==> config.mk <==
export PLATFORM = sky130hd
export DESIGN_NAME = strobe_interval_meter
export DESIGN_NICKNAME = d
export VERILOG_FILES = /design/src/rtl/strobe_interval_meter.sv
export SDC_FILE = /design/constraint.sdc
export NUM_CORES = 1
export LEC_CHECK = 0
export ABC_AREA = 1
export CORE_UTILIZATION = 47
export DETAILED_ROUTE_END_ITERATION = 6
export PLACE_DENSITY = 0.75
export RECOVER_POWER = 100
export SYNTH_ARGS = -nofsm -noshare
export SYNTH_HDL_FRONTEND = slang
export SYNTH_SLANG_ARGS = --single-unit
==> constraint.sdc <==
create_clock -name clk -period 1.35 [get_ports clk]
set_input_delay 0.3375 -clock clk [delete_from_list [all_inputs] [get_ports clk]]
set_output_delay 0.3375 -clock clk [all_outputs]
set_load 0.005 [all_outputs]
==> src/rtl/strobe_interval_meter.sv <==
`default_nettype none
// +----------------------------------------------------------------------------+
// | Module  : strobe_interval_meter                                            |
// | Purpose : Measures enable ticks between strobe pulses, reports them over   |
// |           valid/ready and tracks lock against an expected period.          |
// | Revision: 1.0  initial release                                             |
// +----------------------------------------------------------------------------+
module strobe_interval_meter #(
  parameter int WIDTH      = 4,
  parameter int LOCK_COUNT = 3
) (
  input  logic             clk,
  input  logic             rst,
  input  logic             enable,
  input  logic             strobe_in,
  input  logic [WIDTH-1:0] expected,
  output logic [WIDTH-1:0] meas_value,
  output logic             meas_overflow,
  output logic             meas_valid,
  input  logic             meas_ready,
  output logic             locked,
  output logic             mismatch,
  output logic [7:0]       drop_count
);

  localparam logic [WIDTH-1:0] c_cnt_max = '1;
  localparam logic [7:0]       c_lock    = 8'(LOCK_COUNT);
  localparam logic [7:0]       c_drop_max = 8'hFF;

  typedef enum logic [0:0] {
    ST_IDLE    = 1'b0,
    ST_MEASURE = 1'b1
  } state_t;

  state_t           r_state;
  state_t           w_state_nxt;
  logic [WIDTH-1:0] r_tick_cnt;
  logic             r_ovf_flag;
  logic [7:0]       r_match_cnt;
  logic [WIDTH-1:0] r_meas_value;
  logic             r_meas_overflow;
  logic             r_meas_valid;
  logic             r_locked;
  logic             r_mismatch;
  logic [7:0]       r_drop_count;

  logic             w_sat;
  logic [WIDTH-1:0] w_final_cnt;
  logic             w_final_ovf;
  logic             w_complete;
  logic             w_match;
  logic [7:0]       w_match_inc;

  always_ff @(posedge clk) begin
    if (rst) r_state <= ST_IDLE;
    else     r_state <= w_state_nxt;
  end

  // The opening strobe only arms the meter; every later strobe closes an interval.
  always_comb begin
    w_state_nxt = r_state;
    w_complete  = 1'b0;
    case (r_state)
      ST_IDLE:    if (strobe_in) w_state_nxt = ST_MEASURE;
      ST_MEASURE: w_complete = strobe_in;
      default:    w_state_nxt = ST_IDLE;
    endcase
  end

  // Count including this cycle's enable, so a strobe-cycle tick closes its interval.
  always_comb begin
    w_sat       = (r_tick_cnt == c_cnt_max);
    w_final_cnt = (enable && !w_sat) ? r_tick_cnt + 1'b1 : r_tick_cnt;
    w_final_ovf = r_ovf_flag | (enable & w_sat);
    w_match     = (w_final_cnt == expected) && !w_final_ovf && (expected != '0);
    w_match_inc = (r_match_cnt >= c_lock) ? c_lock : r_match_cnt + 8'd1;
  end

  always_ff @(posedge clk) begin
    if (rst) begin
      r_tick_cnt      <= '0;
      r_ovf_flag      <= 1'b0;
      r_match_cnt     <= '0;
      r_meas_value    <= '0;
      r_meas_overflow <= 1'b0;
      r_meas_valid    <= 1'b0;
      r_locked        <= 1'b0;
      r_mismatch      <= 1'b0;
      r_drop_count    <= '0;
    end else begin
      r_mismatch <= 1'b0;

      if (r_state == ST_MEASURE && !strobe_in) begin
        r_tick_cnt <= w_final_cnt;
        r_ovf_flag <= w_final_ovf;
      end else begin
        r_tick_cnt <= '0;
        r_ovf_flag <= 1'b0;
      end

      if (w_complete) begin
        r_meas_value    <= w_final_cnt;
        r_meas_overflow <= w_final_ovf;
        r_meas_valid    <= 1'b1;
        if (r_meas_valid && !meas_ready && r_drop_count != c_drop_max)
          r_drop_count <= r_drop_count + 8'd1;
        // Lock tracking sees every interval, accepted or dropped.
        if (w_match) begin
          r_match_cnt <= w_match_inc;
          r_locked    <= (w_match_inc == c_lock);
        end else begin
          r_match_cnt <= '0;
          r_locked    <= 1'b0;
          r_mismatch  <= 1'b1;
        end
      end else if (meas_ready) begin
        r_meas_valid <= 1'b0;
      end
    end
  end

  assign meas_value    = r_meas_value;
  assign meas_overflow = r_meas_overflow;
  assign meas_valid    = r_meas_valid;
  assign locked        = r_locked;
  assign mismatch      = r_mismatch;
  assign drop_count    = r_drop_count;

endmodule
`default_nettype wire

After elaboration in Yosys (flattened, before gate mapping) --
Index checks and enable logic that the tools add are counted.
Operators by class: $lt $le $gt $ge 1, add/sub/neg operators 3, reduce and logical (&&, ||, !) cells 15, equal/unequal tests 4, muxes and demuxes 10, bitwise logic cells 4
Operator list (count):
- adder 8 x 1 -> 8 bit (second input constant) | 2
- 2-to-1 mux 8 bit | 2
- equality test 8 x 2 -> 1 bit (second input constant) | 1
- greater-or-equal comparator 8 x 2 -> 1 bit (second input constant) | 1
- inequality test 8 bit (second input constant) | 1
- 2-to-1 mux 1 bit | 7
- logical AND 1 bit | 6
- adder 4 x 1 -> 4 bit (second input constant) | 1
- equality test 4 bit | 1
- equality test 4 bit (second input constant) | 1
- logical NOT 1 bit | 4
- 2-to-1 mux 4 bit | 1
- nonzero test 4 bit | 1
- OR reduction 2 bit | 2
- inverter 1 bit | 2
- AND reduction 2 bit | 1
- nonzero test 2 bit | 1
- AND 1 bit | 1
- bitwise OR 1 bit | 1
Storage, ports and cells: word-level logic and storage cells 47, input bits 9, output and inout port bits 16, register bits after elaboration 30

Depth between registers and ports, before layout --
Gate-level depths: netlist of the first run.
depth in word-level cells 8, depth in mapped cells 10

Worst setup path after synthesis of the first run --
OpenSTA, ideal clock, no wires.
kind reg-to-reg, start register r_tick_cnt[0], end register r_locked, in the netlist locked, path buffers 0, slack -0.036 ns, cell stages (with the launch flop) 9, period minus slack after synthesis 1.386 ns, data required time 1.279 ns, arrival time 1.316 ns, path through dfxtp_1 -> ha_1 -> nand2_1 -> clkinv_1 -> a31oi_1 -> nand2_1 -> nor2_4 -> nand4_1 -> a21oi_1
Between the ends: word-level cells in the longest chain between the ends 8, elaborated cells on any way between the ends 12, classes of those cells add/sub: 1; eq/ne: 2; mux: 2; bitwise: 2; reduce/logical: 5
RTL lines:
- from (decl) | RTL line 37 | logic [WIDTH-1:0] r_tick_cnt;
- from (signal assigned) | RTL line 94 | r_tick_cnt <= w_final_cnt;
- branches (longest 5 deep; another with adder 4 x 1 -> 4 bit)
- logical AND 1 bit * (2 in series) | RTL line 75 | w_match = (w_final_cnt == expected) && !w_final_ovf && (expected != '0);
- 2-to-1 mux 1 bit * | RTL line 108 | if (w_match) begin
- to (signal assigned) | RTL line 110 | r_locked <= (w_match_inc == c_lock);
- to (decl) | RTL line 43 | logic r_locked;
Mark *: on every way between the ends. A chain may end at the register's enable or synchronous reset.

Final worst setup path of the first run --
start register r_drop_count[0], in the netlist drop_count[0], end register r_drop_count[2], in the netlist drop_count[2]
Between the ends: word-level cells in the longest chain between the ends 3, elaborated cells on any way between the ends 4, classes of those cells add/sub: 1; eq/ne: 1; reduce/logical: 2
RTL lines:
- from (decl) | RTL line 45 | logic [7:0] r_drop_count;
- from (signal assigned) | RTL line 106 | r_drop_count <= r_drop_count + 8'd1;
- branches (longest 3 deep; another with adder 8 x 1 -> 8 bit)
Several ways; the timed one is not identified.

==> out/results.txt, run 1 <==
WL/cell = 14.9 µm
Post-synth EDFFs = 0
Placed inst area = 1920 µm²
Fmax = 0.630 GHz
Synth top area cells = dfxtp_1, nand2_1, inv_1, nor2_1, nand3_1
First-pass GRT wire length = 6510 µm
FP Rows = 19
Sw frac = 26.3%
Clk sinks = 30
Setup Viol. Count Final = 12
Number of global-route vias before repair = 1576
GP Congestion = 0.804
CTS Buf Count = 5
Worst Setup Start Kind = flop
RSZ-0062 raised after global routing = true
Root buffer cell = clkbuf_4
Simple-Gate Fraction of Synth Area = 35.4%
Seq/Total Area, Yosys = 41.0%
Outcome = finished with violations
Combinational Power Share = 12.7%
Mux cell area share after synthesis = 0%
Adder-Cell Fraction of Synth Area = 2.56%
Final period util = 118%
Largest family of logic cells by synthesized area = simple AND/OR/NAND/NOR gates
Max VDD drop = 552 µV
DRC = 0
GRT Util Overall = 25.4%
Worst Path Required = 1.60 ns
Cells after Synth = 204
Post-route antenna net violation count = 0
Prevailing post-synth register cell = dfxtp_1
P_int = 1250 µW
Area fraction in compound gates after synthesis = 9.81%
Router iterations before antenna repair = 5
Commonest cells after routing, fill and taps aside = nand2_1, buf_4, nor2_1
Register bit total from synthesis = 30
FFs w/ async S/R, synth = 0%
Minimum clock period = 1.59 ns
Hold path depth = 2
Die Wd = 57.9 µm
Top cell type's share of synthesized area = 41.0%
N_diodes = 0
Seq pwr share = 53.4%
Largest net degree at the start of global routing = 13
Core Box Area = 2850 µm²
Antenna violations before repair = 0
Mapped Nets = 216
Commonest non-fill, non-tap cell in the layout = nand2_1
IO buf count = 24
Slew Limit Fails = 0
Slew margin rel. = 71.2%
Total power = 1700 µW
Routed WL = 4470 µm
Share of cells above drive strength 1 = 43.9%
Worst-Skew Late Latency = 0.33 ns
Pleak = 0.00107 µW
Failing checks = setup timing
Net Sw Power = 447 µW
CTS tree = yes
Syn-to-layout area delta = 57.8%
DIE AREA = 3350 µm²
Post-Synth XOR/XNOR Area = 1.79%
Crit path DAT = 1.83 ns
Vias = 1664
Final instance area = 2310 µm²
Setup slack after layout = -0.238 ns
YS warnings = 0
Worst Tran Pin Value = 0.428 ns
Max cap viols = 0
Placed Cells = 275
Critical path capture point type = flop
H-tree levels = 2
1st-iter DRT viols = 106
# nets final = 280
Synth Cell Area = 1470 µm²
Starting Density = 51.4%
Post-DP HPWL = 2600 µm
R2R cell count = 9
I/O pins = 25
Reg clk slew, reported paths = 0.11 ns
CTS Buffer Depth = 2
Pwr dens = 734 nW/µm²
Worst min path class = flop to flop
CP Class = flop to flop
Post-synthesis cell type count = 28
Global route overflow = 0
Via/cell ratio = 5.55
Die H = 57.9 µm
Fin. Hold Viols = 0
Worst Skew = 0.0153 ns
Non-filler cells, final = 300
Critical path fanouts, max = 5
Most area-hungry cell type in the Yosys netlist = dfxtp_1
Clk pwr share = 33.9%
Post-Syn Area per Cell = 7.19 µm²
path summary, 6_finish.rpt:
check / start / end / slack (ns)
worst max-delay path: drop_count[0] / drop_count[2] / -0.24
worst min-delay path: r_match_cnt[4] / r_match_cnt[4] / 0.45
worst max register to register: drop_count[0] / drop_count[2] / -0.24
worst min register to register: r_match_cnt[4] / r_match_cnt[4] / 0.45
logic make-up (layout without fill, tap and decap cells):
logic type	after synthesis	in the layout
compound gates	23	24
xor+xnor	3	3
fa+ha+maj	3	3
buf+inv	34	98
flops	30	30
simple gates	111	111
synth_stat cells, types with 2 or more instances:
| cell type | number |
|---|---|
| inv_1 | 26 |
| nor2_4 | 2 |
| nand2_1 | 51 |
| xor2_1 | 3 |
| nand3_2 | 2 |
| ha_1 | 3 |
| inv_2 | 2 |
| nor2_1 | 23 |
| nand2_2 | 5 |
| a31oi_1 | 2 |
| nand4_1 | 6 |
| buf_2 | 3 |
| nor3_1 | 3 |
| nand3_1 | 16 |
| o21ai_1 | 2 |
| a21oi_1 | 10 |
| dfxtp_1 | 30 |
| a21oi_2 | 2 |
| o211ai_1 | 4 |
through the flow:
step                      utilization, %  hold WS [ns]  setup TNS [ns]  worst slack [ns]
after floorplan                        -         0.407               0           0.00691
after global placement              67.5         0.425           -5.34            -0.338
after detailed placement            67.5         0.428           -6.02            -0.421
after CTS                           75.1         0.444          -0.623           -0.0909
after global routing                81.1         0.461           -2.88            -0.308
final                               81.1         0.449           -1.93            -0.238
timing repair:
item,in CTS,in global routing
setup buffers,12,5
gates resized for setup,49,43
pin swaps,21,27
cloned,1,0
hold endpoints to repair,0,0
endpoints found under the setup margin,27,17
hold buffers,0,0
power by group through the flow:
stage | Clock (µW) | Combinational, µW | Sequential [µW]
after floorplan | 0 | 88.2 | 929
after global placement | 0 | 177 | 928
after detailed placement | 0 | 183 | 929
after CTS | 573 | 188 | 907
after global routing | 611 | 231 | 909
final | 575 | 216 | 907
registers in the layout (all words and copies together) (netlist names):
register,count
meas_valid,1
r_state,1
r_match_cnt,8
meas_value,4
r_ovf_flag,1
meas_overflow,1
drop_count,8
locked,1
mismatch,1
r_tick_cnt,4
worst max-delay path, stage by stage (launching register included):
cell,delay [ns]
dfxtp_2,0.35
buf_6,0.10
ha_4,0.15
inv_4,0.04
nor4_4,0.34
buf_4,0.18
a21boi_4,0.07
nand3_1,0.10
nand2_1,0.07
a21oi_1,0.10
layer usage:
| layer | share of wire (%) | up-vias | wire [µm] | GRT usage [%] |
|---|---|---|---|---|
| met3 | 5.0 | 21 | 224 | 6.47 |
| met1 | 40 | 779 | 1800 | 27.4 |
| met2 | 51 | 77 | 2280 | 45.0 |
| met4 | 3.8 | 0 | 171 | 14.3 |
| met5 | 0 | - | 0 | 0 |
| li1 | - | 787 | - | - |
final cells by class:
cell class	instances	area [µm²]
clock inverters	2	12.5
inverters	29	114
multi-input cells	141	937
repair buffers	61	536
flip-flops and latches	30	626
clock buffers	6	51.3
fillers	174	538
well taps	31	38.8
(Power assumes the default switching activity.)
==> inputs of run 2 (changes only) <==
==> constraint.sdc (replaced) <==
create_clock -name clk -period 1.35 [get_ports clk]
set_input_delay 0.135 -clock clk [delete_from_list [all_inputs] [get_ports clk]]
set_output_delay 0.135 -clock clk [all_outputs]
set_load 0.005 [all_outputs]
==> out/results.txt, run 2 (synthesis gave the netlist of run 1 again) <==
Outcome = finished with violations
Failing checks = setup timing
Fmax = 0.656 GHz
Worst Skew = 0.0116 ns
Clk sinks = 30
Max cap viols = 0
Commonest cells after routing, fill and taps aside = nand2_1, inv_1, buf_4
Fin. Hold Viols = 0
Crit path DAT = 1.79 ns
Minimum clock period = 1.52 ns
Pleak = 0.000982 µW
FP Rows = 19
Fin Setup TNS = -0.905 ns
Worst min path class = flop to flop
Multi-input logic area = 887 µm²
CTS Buffer Depth = 2
Slew Limit Fails = 0
CTS tree = yes
Core Box Area = 2850 µm²
Starting Density = 51.4%
N_diodes = 0
Syn-to-layout area delta = 47.1%
Die Wd = 57.9 µm
Post-DP HPWL = 2610 µm
GP Congestion = 0.892
Vias = 1539
Worst Setup Start Kind = flop
Largest net degree at the start of global routing = 13
Share of cells above drive strength 1 = 35.3%
# nets final = 269
Max VDD drop = 659 µV
CP Class = flop to flop
GRT Util Overall = 23.7%
Placed Cells = 280
Crit Reg-Reg Startpoint = r_tick_cnt[1]
DRC = 0
Router iterations before antenna repair = 4
H-tree levels = 2
Pwr dens = 774 nW/µm²
Critical path fanouts, max = 7
WL/cell = 13.9 µm
Number of global-route vias before repair = 1495
Via/cell ratio = 5.33
Worst Path Required = 1.61 ns
Worst Tran Pin Value = 0.471 ns
Non-filler cells, final = 289
Final period util = 113%
Hold Crit Start = r_match_cnt[4]
DIE AREA = 3350 µm²
Reg clk slew, reported paths = 0.10 ns
Slew margin rel. = 68.3%
IO buf count = 24
Worst setup path startpoint = r_tick_cnt[1]
Post-route antenna net violation count = 0
Global route overflow = 0
Antenna violations before repair = 0
First-pass GRT wire length = 6100 µm
Critical path capture point type = flop
Die H = 57.9 µm
1st-iter DRT viols = 90
CTS Hold Bufs = 0
Root buffer cell = clkbuf_4
Routed WL = 4010 µm
Storage element area = 613 µm²
RSZ-0062 raised after global routing = true
Commonest non-fill, non-tap cell in the layout = nand2_1
CTS Buf Count = 5
Setup Viol. Count Final = 12
# fillers = 213
Worst-Skew Late Latency = 0.32 ns
I/O pins = 25
Setup slack after layout = -0.174 ns
run 2: cell type report:
class,count,area share [%]
clock buffer,6,2.38
clock inverter,2,0.580
inverter,29,5.22
multi-input combinational,140,41.1
sequential,30,28.4
tap,31,1.80
timing repair buffer,51,20.5
run 2: timing repair:
| item | CTS | global route |
|---|---|---|
| setup endpoints to repair | 21 | 23 |
| pin swaps | 15 | 13 |
| resized for setup | 31 | 25 |
| buffers inserted | 3 | 0 |
run 2: stage by stage:
| step | power, µW | setup WS (ns) | area [µm²] | util (%) | hold slack [ns] |
|---|---|---|---|---|---|
| after global placement | 1100 | -0.106 | 1950 | 68.3 | 0.425 |
| after global routing | 1740 | -0.246 | 2160 | 75.6 | 0.463 |
| after detailed placement | 1110 | -0.182 | 1950 | 68.3 | 0.431 |
| after floorplan | 1020 | 0.00691 | 1510 | - | 0.204 |
| after CTS | 1670 | -0.0718 | 2100 | 73.5 | 0.446 |
| final | 1670 | -0.174 | 2160 | 75.6 | 0.445 |
run 2: metal layers:
| layer | track usage, % | vias up | wire [µm] |
|---|---|---|---|
| met3 | 4.69 | 16 | 203 |
| met4 | 12.2 | 0 | 138 |
| met1 | 27.0 | 704 | 1610 |
| li1 | - | 765 | - |
| met2 | 41.9 | 54 | 2050 |
| met5 | 0 | - | 0 |
run 2: final timing paths:
kind	end	slack [ns]	cells after the start
max	r_match_cnt[0]	-0.17	9
min	r_match_cnt[4]	0.45	2
max reg2reg	r_match_cnt[0]	-0.17	9
min reg2reg	r_match_cnt[4]	0.45	2
run 2: worst max-delay path, stage by stage, from the launching register on:
cell and delay, ns:
dfxtp_2 0.36, ha_4 0.17, nand3_4 0.14, nand2_4 0.13, nand2_1 0.08, nand3_2 0.09
nand2_2 0.07, nor2_4 0.15, nand4_1 0.13, a21oi_2 0.14
run 2: power breakdown:
part	internal (µW)	switching, µW
clock	250	316
sequential	901	9.55
combinational	92.3	102
total	1240	427
